## config.mk

```make
export PLATFORM = sky130hd
export DESIGN_NAME = ula_op_sequencer
export DESIGN_NICKNAME = d
export VERILOG_FILES = /design/src/rtl/ula_seq_pkg.sv /design/src/rtl/dr_completion.sv /design/src/rtl/ula_op_sequencer.sv
export SDC_FILE = /design/constraint.sdc
export NUM_CORES = 1
export LEC_CHECK = 0
export BUFFER_PORTS_ARGS = -buffer_cell sky130_fd_sc_hd__buf_4
export CAP_MARGIN = 20
export CORE_ASPECT_RATIO = 0.8
export CORE_MARGIN = 3
export CORE_UTILIZATION = 58
export CTS_CLUSTER_DIAMETER = 80
export DETAILED_ROUTE_END_ITERATION = 12
export GPL_ROUTABILITY_DRIVEN = 1
export PLACE_DENSITY = 0.93
export SYNTH_ARGS = -nofsm -noshare
export SYNTH_HDL_FRONTEND = slang
export SYNTH_SLANG_ARGS = --single-unit
export TNS_END_PERCENT = 50
```

## constraint.sdc

```tcl
create_clock -name clk -period 6.7 [get_ports clk]
set_input_delay 1.34 -clock clk [delete_from_list [all_inputs] [get_ports clk]]
set_output_delay 1.34 -clock clk [all_outputs]
set_load 0.05 [all_outputs]
```

## src/rtl/ula_seq_pkg.sv

```systemverilog
// Shared types and dual-rail helpers for the ULA operation sequencer.
// Pair layout: [1] = true rail, [0] = false rail; 00 NULL, 10 TRUE, 01 FALSE, 11 illegal.
package ula_seq_pkg;

  typedef enum logic [1:0] {
    OP_ADD = 2'b00,
    OP_SUB = 2'b01,
    OP_AND = 2'b10,
    OP_OR  = 2'b11
  } op_e;

  typedef enum logic [1:0] {
    S_IDLE = 2'b00,
    S_DATA = 2'b01,
    S_NULL = 2'b10,
    S_RESP = 2'b11
  } state_e;

  localparam logic [1:0] DR_NULL  = 2'b00;
  localparam logic [1:0] DR_TRUE  = 2'b10;
  localparam logic [1:0] DR_FALSE = 2'b01;

  // Helpers work on the widest supported vector; callers size-cast in and slice out.
  localparam int MAX_W = 64;

  function automatic logic [2*MAX_W-1:0] dr_encode(input logic [MAX_W-1:0] v);
    logic [2*MAX_W-1:0] d;
    for (int i = 0; i < MAX_W; i++) d[2*i +: 2] = v[i] ? DR_TRUE : DR_FALSE;
    return d;
  endfunction

  function automatic logic [MAX_W-1:0] dr_decode(input logic [2*MAX_W-1:0] d);
    logic [MAX_W-1:0] v;
    for (int i = 0; i < MAX_W; i++) v[i] = d[2*i+1] & ~d[2*i];
    return v;
  endfunction

endpackage

```

## src/rtl/dr_completion.sv

```systemverilog
// Completion detector over N dual-rail pairs: all one-hot, all NULL, or any 11.
module dr_completion #(
  parameter int N = 9
) (
  input  logic [2*N-1:0] pairs,
  output logic           allValid,
  output logic           allNull,
  output logic           anyIllegal
);

  always_comb begin
    allValid   = 1'b1;
    allNull    = 1'b1;
    anyIllegal = 1'b0;
    for (int i = 0; i < N; i++) begin
      allValid   = allValid & (pairs[2*i] ^ pairs[2*i+1]);
      allNull    = allNull & ~(pairs[2*i] | pairs[2*i+1]);
      anyIllegal = anyIllegal | (pairs[2*i] & pairs[2*i+1]);
    end
  end

endmodule

```

## src/rtl/ula_op_sequencer.sv

```systemverilog
// Four-phase DATA/NULL sequencer for the dual-rail ULA and its overflow detector.
// Optional sticky overflow flag: define ULA_STICKY_OVF_EN.
module ula_op_sequencer
  import ula_seq_pkg::*;
#(
  parameter int WIDTH   = 8,
  parameter int TIMEOUT = 15
) (
  input  logic               clk,
  input  logic               rst,
  input  logic               req_valid,
  output logic               req_ready,
  input  logic [1:0]         req_op,
  input  logic [WIDTH-1:0]   req_a,
  input  logic [WIDTH-1:0]   req_b,
  output logic [2*WIDTH-1:0] alu_a_dr,
  output logic [2*WIDTH-1:0] alu_b_dr,
  output logic [1:0]         alu_sel0_dr,
  output logic [1:0]         alu_sel1_dr,
  input  logic [2*WIDTH-1:0] alu_res_dr,
  input  logic [1:0]         alu_ovf_dr,
  output logic               rsp_valid,
  input  logic               rsp_ready,
  output logic [WIDTH-1:0]   rsp_result,
  output logic               rsp_ovf,
  output logic               rsp_err,
  output logic               busy
`ifdef ULA_STICKY_OVF_EN
  ,
  input  logic               ovf_clr,
  output logic               ovf_sticky
`endif
);

  localparam int CNT_W = $clog2(TIMEOUT + 1);

  state_e             state;
  logic [CNT_W-1:0]   cnt;
  logic [2*WIDTH-1:0] resQ;
  logic [1:0]         ovfQ;
  logic               allValid, allNull, anyIllegal;
  logic               settled;
  logic               errQ;
  logic [WIDTH-1:0]   resLatch;
  logic               ovfLatch;
  logic [2*MAX_W-1:0] aEnc, bEnc;
  logic [MAX_W-1:0]   resDec;
  logic               timedOut, respEnter, respErr;
  logic               unusedBits;

  assign aEnc       = dr_encode(MAX_W'(req_a));
  assign bEnc       = dr_encode(MAX_W'(req_b));
  assign resDec     = dr_decode((2*MAX_W)'(resQ));
  assign unusedBits = ^{aEnc, bEnc, resDec};

  // Sample the asynchronous ALU rails before any completion decision
  always_ff @(posedge clk or posedge rst) begin
    if (rst) begin
      resQ <= '0;
      ovfQ <= DR_NULL;
    end else begin
      resQ <= alu_res_dr;
      ovfQ <= alu_ovf_dr;
    end
  end

  dr_completion #(.N(WIDTH + 1)) uCompletion (
    .pairs      ({resQ, ovfQ}),
    .allValid   (allValid),
    .allNull    (allNull),
    .anyIllegal (anyIllegal)
  );

  assign timedOut  = (cnt == CNT_W'(TIMEOUT));
  assign respEnter = (state == S_NULL) && (allNull || timedOut);
  assign respErr   = errQ || !allNull;
  // settled holds off acceptance until res_q has seen the ALU once after reset
  assign req_ready = (state == S_IDLE) && allNull && settled;
  assign busy      = (state != S_IDLE);

  always_ff @(posedge clk or posedge rst) begin
    if (rst) begin
      state       <= S_IDLE;
      cnt         <= '0;
      settled     <= 1'b0;
      errQ        <= 1'b0;
      resLatch    <= '0;
      ovfLatch    <= 1'b0;
      alu_a_dr    <= '0;
      alu_b_dr    <= '0;
      alu_sel0_dr <= DR_NULL;
      alu_sel1_dr <= DR_NULL;
      rsp_valid   <= 1'b0;
      rsp_result  <= '0;
      rsp_ovf     <= 1'b0;
      rsp_err     <= 1'b0;
    end else begin
      settled <= 1'b1;
      case (state)
        S_IDLE: begin
          if (req_valid && req_ready) begin
            alu_a_dr    <= aEnc[2*WIDTH-1:0];
            alu_b_dr    <= bEnc[2*WIDTH-1:0];
            alu_sel0_dr <= req_op[0] ? DR_TRUE : DR_FALSE;
            alu_sel1_dr <= req_op[1] ? DR_TRUE : DR_FALSE;
            errQ        <= 1'b0;
            resLatch    <= '0;
            ovfLatch    <= 1'b0;
            cnt         <= '0;
            state       <= S_DATA;
          end
        end
        S_DATA: begin
          if (allValid || anyIllegal || timedOut) begin
            alu_a_dr    <= '0;
            alu_b_dr    <= '0;
            alu_sel0_dr <= DR_NULL;
            alu_sel1_dr <= DR_NULL;
            cnt         <= '0;
            state       <= S_NULL;
            // Completion takes priority over a coincident timeout
            if (allValid) begin
              resLatch <= resDec[WIDTH-1:0];
              ovfLatch <= ovfQ[1];
            end else begin
              errQ <= 1'b1;
            end
          end else begin
            cnt <= cnt + 1'b1;
          end
        end
        S_NULL: begin
          if (respEnter) begin
            errQ       <= respErr;
            rsp_valid  <= 1'b1;
            rsp_err    <= respErr;
            rsp_result <= respErr ? '0 : resLatch;
            rsp_ovf    <= respErr ? 1'b0 : ovfLatch;
            cnt        <= '0;
            state      <= S_RESP;
          end else begin
            cnt <= cnt + 1'b1;
          end
        end
        S_RESP: begin
          if (rsp_ready) begin
            rsp_valid <= 1'b0;
            cnt       <= '0;
            state     <= S_IDLE;
          end
        end
        default: state <= S_IDLE;
      endcase
    end
  end

`ifdef ULA_STICKY_OVF_EN
  always_ff @(posedge clk or posedge rst) begin
    if (rst) begin
      ovf_sticky <= 1'b0;
    end else if (respEnter && !respErr && ovfLatch) begin
      ovf_sticky <= 1'b1;
    end else if (ovf_clr) begin
      ovf_sticky <= 1'b0;
    end
  end
`endif

endmodule

```

---- After elaboration in Yosys (flattened, before gate mapping) ----
Index checks and enable logic that the tools add are counted.
storage, ports and cells
  register bits ........................... 82
  bits of input ports ..................... 40
  output and inout bits ................... 49
  word-level logic and storage cells ...... 179
cells by class
  add/sub/neg operators ................... 1
  equal/unequal tests ..................... 10
  muxes and demuxes ....................... 55
  bitwise gates (word level) .............. 76
  reductions and logical operators ........ 21
operators with widths
  cell                   count
  $pmux W16 S2           2
  $mux W2                25
  $mux W16               3
  $and A1 B1 Y1          33
  $mux W8                4
  $not A1 Y1             17
  $or A1 B1 Y1           17
  $mux W4                4
  $pmux W4 S4            1
  $pmux W8 S2            1
  $ne A2 B2 Y1 const B   5
  $mux W1                9
  $xor A1 B1 Y1          9
  $pmux W2 S2            2
  $pmux W2 S4            1
  $reduce_and A4 Y1      2
  $reduce_and A3 Y1      2
  $reduce_bool A2 Y1     3
  $reduce_and A5 Y1      1
  $add A4 B1 Y4 const B  1
  $eq A2 B2 Y1 const B   2
  $eq A4 B4 Y1 const B   1
  $logic_and A1 B1 Y1    4
  $logic_or A1 B1 Y1     4
  other kinds (8)        10

---- Longest topological paths before layout ----
  word-level depth ........................ 15
  gate-level depth with buffers ........... 8

---- By module ----
Synthesis repeated with hierarchy kept, for this count alone.
unflattened totals
  cell total of the unflattened synthesis .. 364
  area, all modules ....................... 3739.8 sq um
modules (own cells, without submodules)
  module            times used  cells each  area an instance (sq um)  seq. area each (sq um)
  ula_op_sequencer  1           316         3387.0                    2052.0
  dr_completion     1           48          352.8                     0.0

---- Least setup slack after synthesis ----
OpenSTA, ideal clock, no wires.
  path kind ............................... reg2out
  start ................................... register resQ[8]
  end ..................................... output req_ready
  arrival ................................. 1463 ps
  required time ........................... 5360 ps
  setup slack ............................. 3897 ps
  stages on the path, launching flop included .. 6
  buffers on the path ..................... 0
  cell sequence ........................... dfrtp_1 > inv_1 > ha_1 > nand4_4 > nor3_2 > and3_1
on the way
  longest elaborated chain between the ends .. 8
RTL lines
  item                               line                    text
  from (decl)                        ula_op_sequencer.sv:39  logic [2*WIDTH-1:0] resQ;
  from (signal assigned)             ula_op_sequencer.sv:62  resQ <= alu_res_dr;
  $or A1 B1 Y1                       dr_completion.sv:17     allNull = allNull & ~(pairs[2*i] | pairs[2*i+1]);
  $not A1 Y1                         dr_completion.sv:17
  $and A1 B1 Y1 (4 in series)        dr_completion.sv:17
  $logic_and A1 B1 Y1 (2 in series)  ula_op_sequencer.sv:78  assign req_ready = (state == S_IDLE) && allNull && settled;
  to (decl)                          ula_op_sequencer.sv:12  output logic req_ready,
Every way passes these cells.

---- Final worst setup path ----
  start ................................... register resQ[2]
  end ..................................... output req_ready
on the way
  longest elaborated chain between the ends .. 11
RTL lines
  item                               line
  $or A1 B1 Y1                       dr_completion.sv:17
  $not A1 Y1                         dr_completion.sv:17
  $and A1 B1 Y1 (7 in series)        dr_completion.sv:17
  $logic_and A1 B1 Y1 (2 in series)  ula_op_sequencer.sv:78
Every way passes these cells.

==> results.cfg <==
[status]
result_of_the_run = finished clean

[sta]
fin_crit_sh = 0.503
worst_slew_pin_slew_ns = 0.844
final-setup-viol-count = 0
finClkSkew_ns = 0.00715
slew-limit-headroom = 0.437
setup_tns_ns = 0
rsz0062_at_grt = false
finalCriticalPeriod_ns = 3.37
achievable-frequency_mhz = 296
timing_hold_violations_final = 0
report.final.slew_viol_count = 0

[flow_run]
timing.max_cap.violations = 0

[drt]
avgViaCountPerCell = 5.69
remaining_drc_errors = 0
detailedRoute.firstIterationViolations = 240
route.antenna.remaining_nets = 0
dr.pass1.iters = 5
routedWlPerCell_um = 17.6
via_count = 2967
routed_wl_um = 9200

[critical_path]
worstPathRequired_ns = 5.36
cp.arrival_ns = 2.03
path_buf_inv = 2
cpMaxStageDelayCell = sky130_fd_sc_hd__dfrtp_1
worst_path_dominant_cell_family = simple AND/OR/NAND/NOR gates
critPathKind = register to output port
critical-path-max-stage-delay_ns = 0.41
critical_path.max_fanout = 4
cp_cell_sequence = inv_1 -> ha_1 -> nand3_1 -> nor3_2 -> and3_1 -> buf_4
critPathCaptureType = output port
setup.worst_path.start_class = register

[pwr]
cellPowerDensity_nw_per_um2 = 446
power_frac_seq = 0.341
switching_share = 0.462
net-switching-power_w = 0.000983
pwr-share-comb = 0.484
peakVddDrop_mv = 0.316
p_int_w = 0.00115
pwr-share-clk = 0.175
power.leakage_nw = 2.38

[cts]
cts-htree-levels = 3
cts-resized-gates = 0
worst_skew_pair.late_latency_ns = 0.36
cts_buffer_depth = 2
numCtsBuffers = 9
cts_setup_buffers = 0
cts_root_buf = sky130_fd_sc_hd__clkbuf_8
tritoncts = done
clk_pin_slew_ns = 0.08
post_cts_hold_buffer_count = 0
clock_sink_count = 82

[hold_path]
hold_class = register to register

[floorplanning]
floorplan.rows = 25
io_pins = 89
starting_density = 0.618
die-area_um2 = 7550
design.core.area_um2 = 6130
floorplan.die.width_um = 96.4
die_h_um = 78.3

[final_layout]
insertedDiodeCount = 0
post_layout_nonfiller_instances = 521
most_common_cell_after_layout_fill_and_taps_aside = sky130_fd_sc_hd__buf_4
num-nets-final = 506
layout-area-overhead-vs-synth_pct = 25.9
post_route_cells_drive_above_1_share = 0.280
mostFrequentLayoutCells = sky130_fd_sc_hd__buf_4 (93), sky130_fd_sc_hd__dfrtp_1 (82), sky130_fd_sc_hd__inv_1 (52), sky130_fd_sc_hd__o21ai_0 (37), sky130_fd_sc_hd__o31ai_1 (36)

[yosys]
yosys-top-cells-area = sky130_fd_sc_hd__dfrtp_1 (54%), sky130_fd_sc_hd__ha_1 (10%), sky130_fd_sc_hd__o31ai_1 (7.1%)
netlist_area_um2 = 3790
yosysTopAreaCell = sky130_fd_sc_hd__dfrtp_1
synthCells = 348
main_combinational_cell_family_by_area_after_synthesis = compound AO/OA/AOI/OAI gates
synth_top_area_frac = 0.541
portion_of_the_post_synthesis_area_used_by_sequential_elements = 0.541
synth_xor_xnor_area_share = 0
syn_nets = 419
synth.area.mux_share = 0.0323
synth.avg_cell_area_um2 = 10.9
synth_adder_area_share = 0.102
ys_types = 37
synth.ff_latch_count = 82
post_synthesis_compound_gate_area_fraction = 0.181
synthSimpleGateAreaFrac = 0.0710
synthesis.yosys.warnings = 0

[grt]
first_global_vias = 2937
grt.overflow.total = 0
wire_length_of_the_first_global_routing_pass_um = 14500
initial_antenna_violation_count = 0
grt.total_usage = 0.255
largest_net_degree_at_the_start_of_global_routing = 83

[placed_design]
gp_congestion = 0.802
portBuffers = 88
dp.cells = 503
detail_placement_hpwl_um = 6040
==> power by group through the flow <==
stage / combinational (W) / sequential, W / clock, W
2_1_floorplan: 0.000399 / 0.00103 / 0
3_3_place_gp: 0.000967 / 0.000718 / 0
3_5_place_dp: 0.00100 / 0.000727 / 0
4_1_cts: 0.00102 / 0.000722 / 0.000377
5_1_grt: 0.00110 / 0.000739 / 0.000401
6_report: 0.00103 / 0.000725 / 0.000373
==> cells in the mapped netlist, drive strengths merged <==
master / count
nand3: 5
mux2i: 10
nand3b: 1
o21ai: 42
inv: 53
o32ai: 1
a41oi: 1
nor2: 5
nor2b: 1
conb: 1
nand2b: 1
dfrtp: 82
and2: 2
o41ai: 1
or3: 2
mux2: 2
nor3: 3
buf: 2
o31ai: 38
a22o: 8
a21oi: 3
nor4: 2
ha: 31
and3: 1
o22ai: 2
nand2: 28
nand4: 2
a31oi: 2
clkbuf: 16
==> layer usage <==
layer | GRT usage | up-vias | wire length [µm]
met5 | 0 | - | 0
li1 | - | 1359 | -
met2 | 0.411 | 129 | 4640
met4 | 0.0910 | 0 | 274
met3 | 0.0852 | 32 | 679
met1 | 0.321 | 1447 | 3600
==> logic make-up (layout without fill, tap and decap cells) <==
group	Yosys count	after routing
AOI/OAI and AO/OA	98	98
DFF	82	82
buffers and inverters	71	163
and+or+nand+nor	53	53
adders and majority gates	31	31
muxes	12	12
other	1	1
==> cell type report <==
| class | count | area, µm² |
|---|---|---|
| clock buffers | 11 | 151 |
| clock inverters | 5 | 62.6 |
| fillers | 375 | 1360 |
| inverters | 53 | 200 |
| multi-input cells | 195 | 1480 |
| flip-flops and latches | 82 | 2050 |
| well taps | 81 | 101 |
| repair buffers | 94 | 726 |
==> final timing paths <==
path | from | cells after the start | endpoint | slack, ns
min in group asynchronous | rst | 3 | resQ[14]$_DFF_PP0_ | 0.96
min | resLatch[5]$_DFFE_PP0P_ | 1 | rsp_result[5]$_DFFE_PP0P_ | 0.49
min reg2reg | resLatch[5]$_DFFE_PP0P_ | 1 | rsp_result[5]$_DFFE_PP0P_ | 0.49
max | resQ[2]$_DFF_PP0_ | 6 | req_ready | 3.33
max reg2reg | state[1]$_DFFE_PP0P_ | 7 | errQ$_DFFE_PP0P_ | 3.73
max in group asynchronous | rst | 4 | resLatch[5]$_DFFE_PP0P_ | 5.18
==> registers in the layout, summed over array words and instances, names as in the netlist <==
signal / flops
rsp_err: 1
settled: 1
rsp_valid: 1
errQ: 1
rsp_ovf: 1
alu_sel0_dr: 2
alu_sel1_dr: 2
ovfQ: 2
state: 2
resLatch: 8
alu_a_dr: 16
rsp_result: 8
cnt: 4
alu_b_dr: 16
ovfLatch: 1
resQ: 16
==> metrics by stage <==
stage          power [W]  utilization  cell area, µm²  hold slack (ns)  setup slack (ns)
3_5_place_dp     0.00173        0.738            4520            0.476              3.74
6_report         0.00213        0.778            4770            0.491              3.33
5_1_grt          0.00224        0.778            4770            0.513              3.29
3_3_place_gp     0.00168        0.738            4520            0.470              3.88
4_1_cts          0.00212        0.773            4740            0.495              3.35
2_1_floorplan    0.00143            -            3790            0.466              3.25
Note: power is estimated with default switching activity, not from simulation.
